### config.mk
export PLATFORM = sky130hd
export DESIGN_NAME = lsu
export DESIGN_NICKNAME = d
export VERILOG_FILES = /design/src/rtl/lsu.sv
export SDC_FILE = /design/constraint.sdc
export NUM_CORES = 1
export LEC_CHECK = 0
export CAP_MARGIN = 20
export CORE_MARGIN = 4
export CORE_UTILIZATION = 40
export DETAILED_ROUTE_END_ITERATION = 8
export PLACE_DENSITY = 0.77
export RECOVER_POWER = 100
export SETUP_SLACK_MARGIN = 0.2
export SYNTH_ARGS = -nofsm -noshare
export SYNTH_HDL_FRONTEND = slang
export SYNTH_SLANG_ARGS = --single-unit
### constraint.sdc
create_clock -name i_clk -period 1.73 [get_ports i_clk]
set_input_delay 0.173 -clock i_clk [delete_from_list [all_inputs] [get_ports i_clk]]
set_output_delay 0.173 -clock i_clk [all_outputs]
set_load 0.005 [all_outputs]
### src/rtl/lsu.sv
`timescale 1ns/1ps
`default_nettype none
// ============================================================================
// Module   : lsu
// Purpose  : Load/store unit. Single-outstanding req/ack data bus with store
//            lane steering, load extraction/extension and fault reporting.
// Revision : 1.0 - initial release
// ============================================================================
module lsu #(
    parameter int XLEN    = 32,
    parameter int TIMEOUT = 255
) (
    input  logic            i_clk,
    input  logic            i_rst_n,
    input  logic            i_valid,
    output logic            o_ready,
    input  logic            i_we,
    input  logic [2:0]      i_funct3,
    input  logic [XLEN-1:0] i_addr,
    input  logic [XLEN-1:0] i_wdata,
    output logic            o_done,
    output logic [XLEN-1:0] o_rdata,
    output logic [1:0]      o_err,
    output logic            o_mem_req,
    output logic            o_mem_we,
    output logic [XLEN-1:0] o_mem_addr,
    output logic [XLEN-1:0] o_mem_wdata,
    output logic [3:0]      o_mem_be,
    input  logic            i_mem_ack,
    input  logic [XLEN-1:0] i_mem_rdata
);

    localparam logic [1:0] IDLE = 2'd0;
    localparam logic [1:0] REQ  = 2'd1;
    localparam logic [1:0] RESP = 2'd2;

    localparam logic [1:0] ERR_OK   = 2'b00;
    localparam logic [1:0] ERR_MIS  = 2'b01;
    localparam logic [1:0] ERR_TMO  = 2'b10;
    localparam logic [1:0] ERR_ILL  = 2'b11;

    logic [1:0]      state;
    logic [7:0]      cnt;
    logic            we_q;
    logic [2:0]      f3_q;
    logic [1:0]      off_q;
    logic [XLEN-1:0] addr_q;
    logic [XLEN-1:0] wdata_q;
    logic [3:0]      be_q;
    logic [XLEN-1:0] rdata_q;
    logic [1:0]      err_q;

    logic            illegal;
    logic            misaligned;
    logic [3:0]      be_n;
    logic [XLEN-1:0] wdata_n;
    logic [XLEN-1:0] shifted;
    logic [XLEN-1:0] load_val;
    logic [8:0]      cnt_inc;
    logic            tmo_hit;

    // Request decode on the raw execute inputs, captured at acceptance.
    always_comb begin
        illegal    = (i_funct3 == 3'b011) || (i_funct3[2:1] == 2'b11) ||
                     (i_we && i_funct3[2]);
        misaligned = ((i_funct3[1:0] == 2'b01) && i_addr[0]) ||
                     ((i_funct3[1:0] == 2'b10) && (i_addr[1:0] != 2'b00));
        case (i_funct3[1:0])
            2'b00: begin
                be_n    = 4'b0001 << i_addr[1:0];
                wdata_n = {4{i_wdata[7:0]}};
            end
            2'b01: begin
                be_n    = 4'b0011 << i_addr[1:0];
                wdata_n = {2{i_wdata[15:0]}};
            end
            default: begin
                be_n    = 4'b1111;
                wdata_n = i_wdata;
            end
        endcase
    end

    always_comb begin
        shifted = i_mem_rdata >> {off_q, 3'b000};
        case (f3_q)
            3'b000:  load_val = {{24{shifted[7]}}, shifted[7:0]};
            3'b001:  load_val = {{16{shifted[15]}}, shifted[15:0]};
            3'b100:  load_val = {24'd0, shifted[7:0]};
            3'b101:  load_val = {16'd0, shifted[15:0]};
            default: load_val = shifted;
        endcase
    end

    assign cnt_inc = {1'b0, cnt} + 9'd1;
    assign tmo_hit = (cnt_inc == 9'(TIMEOUT));

    always_ff @(posedge i_clk or negedge i_rst_n) begin
        if (!i_rst_n) begin
            state   <= IDLE;
            cnt     <= 8'd0;
            we_q    <= 1'b0;
            f3_q    <= 3'd0;
            off_q   <= 2'd0;
            addr_q  <= '0;
            wdata_q <= '0;
            be_q    <= 4'd0;
            rdata_q <= '0;
            err_q   <= ERR_OK;
        end else begin
            case (state)
                IDLE: begin
                    if (i_valid) begin
                        cnt     <= 8'd0;
                        we_q    <= i_we;
                        f3_q    <= i_funct3;
                        off_q   <= i_addr[1:0];
                        addr_q  <= {i_addr[XLEN-1:2], 2'b00};
                        wdata_q <= wdata_n;
                        be_q    <= be_n;
                        if (illegal) begin
                            err_q   <= ERR_ILL;
                            rdata_q <= '0;
                            state   <= RESP;
                        end else if (misaligned) begin
                            err_q   <= ERR_MIS;
                            rdata_q <= '0;
                            state   <= RESP;
                        end else begin
                            state <= REQ;
                        end
                    end
                end
                REQ: begin
                    // Ack is checked first so it wins over a same-cycle timeout.
                    if (i_mem_ack) begin
                        rdata_q <= we_q ? '0 : load_val;
                        err_q   <= ERR_OK;
                        state   <= RESP;
                    end else begin
                        cnt <= cnt_inc[7:0];
                        if (tmo_hit) begin
                            rdata_q <= '0;
                            err_q   <= ERR_TMO;
                            state   <= RESP;
                        end
                    end
                end
                RESP:    state <= IDLE;
                default: state <= IDLE;
            endcase
        end
    end

    assign o_ready     = (state == IDLE);
    assign o_done      = (state == RESP);
    assign o_mem_req   = (state == REQ);
    assign o_mem_we    = we_q && (state == REQ);
    assign o_mem_addr  = addr_q;
    assign o_mem_wdata = wdata_q;
    assign o_mem_be    = be_q;
    assign o_rdata     = rdata_q;
    assign o_err       = err_q;

endmodule
`default_nettype wire
After elaboration in Yosys (flattened, before gate mapping)
Cells that the tools add are included.
{"block": "classes", "add_sub_neg": 1, "n_eq_ne": 14, "shifts": 3, "n_mux": 24, "n_reduce_logical": 16}
{"operator": "$mux 32", "n": 6}
{"operator": "$pmux 32 s2", "n": 2}
{"operator": "$pmux 32 s4", "n": 1}
{"operator": "$shr 32x5->32", "n": 1}
{"operator": "$mux 2", "n": 9}
{"operator": "$mux 8", "n": 2}
{"operator": "$pmux 8 s2", "n": 1}
{"operator": "$add 8x1->9 const B", "n": 1}
{"operator": "$eq 9x8->1 const B", "n": 1}
{"operator": "$pmux 2 s2", "n": 2}
{"operator": "$pmux 4 s2", "n": 1}
{"operator": "$eq 2x2->1 const B", "n": 3}
{"operator": "$eq 3x3->1 const B", "n": 2}
{"operator": "$ne 3x1->1 const B", "n": 2}
{"operator": "$eq 2x1->1 const B", "n": 2}
{"operator": "$logic_and 1x1->1", "n": 4}
{"operator": "$logic_not 2->1", "n": 2}
{"operator": "$ne 2x2->1 const B", "n": 2}
{"operator": "$reduce_and 2->1", "n": 2}
{"operator": "$reduce_and 4->1", "n": 1}
{"operator": "$reduce_bool 2->1", "n": 2}
{"operator": "$shl 1x2->4 const A", "n": 1}
{"operator": "$shl 2x2->4 const A", "n": 1}
{"operator": "$eq 3x1->1 const B", "n": 1}
{"operator": "other kinds (4)", "n": 6}
{"block": "word_totals", "register_bits": 116, "output_inout_bits": 106}

Logic depth before layout (Yosys ltp)
{"block": "logic_depth", "depth_word": 7, "depth_mapped": 7, "ltp_nobuf": 7}

Worst setup path before layout
No wires, ideal clock.
{"block": "synth_path", "path_kind": "flip-flop to flip-flop", "from": "register cnt[0]", "to": "register rdata_q[15] (netlist: o_rdata[15])", "setup_time_ps": 121, "arrival_time_ps": 1795, "required_time_ps": 1609, "setup_slack_ps": -186, "stages_incl_launch_ff": 8, "period_less_slack_ps": 1916, "cell_sequence": "dfrtp_1 > ha_1 > nand3_2 > or3_1 > a211oi_2 > o21bai_2 > buf_6 > a22o_1"}
{"block": "synth_via", "elab_chain_cells": 4}
{"element": "start: declaration", "line_no": "43", "source": "logic [7:0] cnt;"}
{"element": "start signal: assignment", "line_no": "141", "source": "cnt <= cnt_inc[7:0];"}
{"element": "$add 8x1->9", "line_no": "95", "source": "assign cnt_inc = {1'b0, cnt} + 9'd1;"}
{"element": "$eq 9x8->1", "line_no": "96", "source": "assign tmo_hit = (cnt_inc == 9'(TIMEOUT));"}
{"element": "$ne 3x1->1 (no source line)"}
{"element": "$reduce_and 4->1 (no source line)"}
{"element": "end signal: assignment", "line_no": "137", "source": "rdata_q <= we_q ? '0 : load_val;"}
{"element": "end: declaration", "line_no": "50", "source": "logic [XLEN-1:0] rdata_q;"}
Every way passes these cells.
A chain may end at the register's enable or synchronous reset.

Worst setup path after layout
{"block": "layout_path", "from": "register cnt[1]", "to": "register rdata_q[18] (netlist: o_rdata[18])"}
The elaborated chain is that of the path after synthesis.

==> metrics.log <==
[metrics] num ports: 210
[metrics] syn_area_per_cell: 9.62 µm²
[metrics] total of max-cap violations: 0
[metrics] slew at the pin closest to its max-slew limit: 0.735 ns
[metrics] Die Height: 125 µm
[metrics] Synthesis Warnings: 0
[metrics] crit path capture type: flop
[metrics] CORE AREA: 0.0133 mm²
[metrics] leading cell type by number of instances after synthesis: nand2_1
[metrics] crit start category: flop
[metrics] worst slack after detailed placement: -0.478 ns
[metrics] peak supply drop: 0.000710 V
[metrics] Total Die Area: 0.0157 mm²
[metrics] CTS H-tree depth: 4
[metrics] unrepaired setup endpoints after global routing: true
[metrics] count of clock tree sinks: 116
[metrics] worst hold path endpoint: o_mem_addr[22]
[metrics] Overall Global Routing Usage: 22.9%
[metrics] portion of synthesized cell area occupied by the leading cell type: 52.9%
[metrics] clock tree from TritonCTS: yes
[metrics] die boundary width: 125 µm
[metrics] Setup Crit Path Kind: flop to flop
[metrics] total design power: 12.2 mW
[metrics] Buf+Inv Stages, Crit Path: 2
[metrics] remaining number of nets flagged by the antenna check after routing: 0
[metrics] top area cells in the synthesized netlist: dfrtp_1, nand2_1, mux2i_1, a21oi_1, nor2_1
[metrics] final global-route overflow total: 0
[metrics] result of the run: finished with violations
[metrics] required time worst endpoint: 2.02 ns
[metrics] r2r setup slk: -0.22 ns
[metrics] Cells on Worst Hold Path: 3
[metrics] violated checks: setup timing
[metrics] worst r2r path cells: 8
[metrics] tightest hold margin: 0.281 ns
[metrics] number of buffers added by the clock tree synthesis step: 17
[metrics] Max Clock Freq: 0.513 GHz
[metrics] worst-path maximum fanout: 8
[metrics] Post-Route Utilization: 71.1%
[metrics] mean number of vias per cell: 5.31
[metrics] ordered list of cells on the worst path: ha_4 -> nand3_2 -> or3_4 -> a211oi_4 -> o21bai_4 -> buf_12 -> buf_16 -> o2bb2ai_1
[metrics] share of synthesized flip-flops with an asynchronous set or reset: 100%
[metrics] worst min-delay path class: input pin to flop
[metrics] R2R Path End: o_rdata[18]
[metrics] FP Rows: 42
[metrics] sum of negative setup slack: -8.47 ns
[metrics] Cell Area, Synth: 0.00549 mm²
[metrics] first-pass GRT wire length: 29,100 µm
[metrics] number of enable-type register cells in the synthesized netlist: 0
[metrics] DRT Wirelength: 19,800 µm
[metrics] CP max stage cell: dfrtp_1
[metrics] number of DRC markers after the initial detailed-route iteration: 292
[metrics] dominant register cell in the synthesized netlist: dfrtp_1
[metrics] area leader, netlist: dfrtp_1
[metrics] number of antenna diodes: 0
[metrics] post-synthesis sequential area ratio: 52.9%
[metrics] Synth-to-Final Area Change: 72.8%
[metrics] worst-skew pair later-pin latency: 0.42 ns
[metrics] Post-DP Area: 0.00804 mm²
[metrics] cell chosen for the clock root: clkbuf_16
[metrics] Largest delay share family, worst path: compound AO/OA/AOI/OAI gates
[metrics] number of global-route vias before repair: 5,546
[metrics] CP peak stage delay: 0.39 ns
[metrics] clock-pin slew of the registers on the worst-case setup and hold paths: 0.06 ns
[metrics] number of non-filler instances in the completed layout: 1,026
[metrics] shortest period the worst path allows: 1.95 ns
[metrics] DRC violations left: 0
[metrics] number of inserted filler cells in the final layout: 965
[metrics] distinct cell type count of the synthesized netlist: 46
[metrics] vias post-DR: 5,453
[metrics] net count of the finished layout: 943
[metrics] clock tree skew after final layout: 0.00848 ns
[metrics] fraction of layout instances using a drive strength above 1: 25.4%
[metrics] dpl cells: 964
[metrics] Slew Limit Headroom: 51.0%
[metrics] Post-synth top cells: nand2_1, dfrtp_1, a21oi_1
[metrics] HPWL reported at the end of detailed placement: 12,500 µm
[metrics] post-synthesis sequential element count: 116
[metrics] router iterations before antenna repair: 5
[metrics] fin crit share: 113%
[metrics] Final Slew Violations: 0
[metrics] final hold vios: 0
[metrics] worst endpoint data arrival time: 2.24 ns
[metrics] maximum count of clock buffers along a single path: 2
[metrics] global placer's final weighted congestion: 0.891
[metrics] largest net degree at the start of global routing: 63
[metrics] number of endpoints failing setup at the final stage: 77
[metrics] source of the worst register-to-register timing path: cnt[1]
[metrics] buffers added on ports: 207
[metrics] initial standard-cell utilization of the core: 41.1%
[metrics] power density over the cells: 1280 mW/mm²
[metrics] Static Leakage: 4.38 nW
[metrics] cell count after synthesis: 571
[metrics] launch instance of the worst min-delay path: i_addr[22]
[metrics] detailed-route wire length per cell: 19.3 µm
[metrics] worst setup slack after layout: -0.220 ns
[metrics] number of antenna violations at the first check in global routing: 0
[metrics] Layout Cell Area excl Fill: 0.00949 mm²
-- where the power goes --
group	internal, mW	switching [mW]
sequential	3.40	0.480
combinational	2.36	2.10
clock	2.59	1.26
-- routing by layer --
layer	share of wire [%]	global-route usage (%)	wire length (µm)
met3	7.6	8.61	1500
met5	0	0	0
met1	38	26.8	7580
met4	2.1	7.40	408
met2	52	38.9	10300
-- cell families after synthesis --
logic type	synth area share, %
simple gates	16.4
compound gates	16.9
flops	52.9
mux	9.16
buf+inv	3.83
fa+ha+maj	0.456
xor+xnor	0.319
other cells	0.0683
-- area by class of cell --
| type | instances | area (µm²) | share of cell area, % |
|---|---|---|---|
| Tap cell | 176 | 220 | 2.32 |
| Clock buffer | 23 | 498 | 5.25 |
| Clock inverter | 9 | 148 | 1.56 |
| Timing Repair Buffer | 285 | 2850 | 30.0 |
| Multi-Input combinational cell | 411 | 2840 | 30.0 |
| Sequential cell | 116 | 2900 | 30.6 |
| Inverter | 6 | 25.0 | 0.264 |
-- worst min-delay path, cell delays in order --
cell and delay [ns]:
clkdlybuf4s50_1 0.39, nand2_1 0.05, nand2_1 0.04
-- sequential cells by signal, summed over array words and instances (netlist names) --
signal and cells:
o_rdata 32, o_mem_be 4, off_q 2, state 2
o_mem_addr 30, we_q 1, o_err 2, f3_q 3
cnt 8, o_mem_wdata 32
-- cells in the final DEF (no fill, tap or decap), types with 15 or more instances in the layout --
| master | n |
|---|---|
| clkbuf_16 | 21 |
| o21ai_0 | 24 |
| clkdlybuf4s50_1 | 102 |
| nand2_4 | 16 |
| nand2_1 | 109 |
| o2bb2ai_1 | 15 |
| nand2_2 | 20 |
| a21oi_1 | 44 |
| mux2i_1 | 39 |
| dfrtp_1 | 115 |
| nor2_1 | 35 |
| dlygate4sd3_1 | 95 |
| buf_4 | 47 |
-- what timing repair did --
| action | CTS | global route |
|---|---|---|
| buffers inserted | 7 | 14 |
| gates resized for setup | 30 | 139 |
| endpoints found under the hold margin | 23 | 0 |
| pin swaps | 2 | 43 |
| hold buffers | 1 | 0 |
| endpoints found under the setup margin | 57 | 66 |
| gates cloned | 2 | 6 |
-- worst max path at each step --
stage / slack (ns) / start / cells past startpoint / endpoint
5_1_grt: -0.28 / cnt[1] / 8 / o_rdata[30]
3_5_place_dp: -0.48 / i_mem_rdata[23] / 6 / o_rdata[29]
6_report: -0.22 / cnt[1] / 8 / o_rdata[18]
2_1_floorplan: -0.10 / cnt[1] / 7 / o_rdata[15]
4_1_cts: -0.21 / cnt[1] / 8 / o_rdata[30]
3_3_place_gp: -0.36 / i_mem_rdata[15] / 6 / o_rdata[26]
Power figures use the tool's default switching activity.
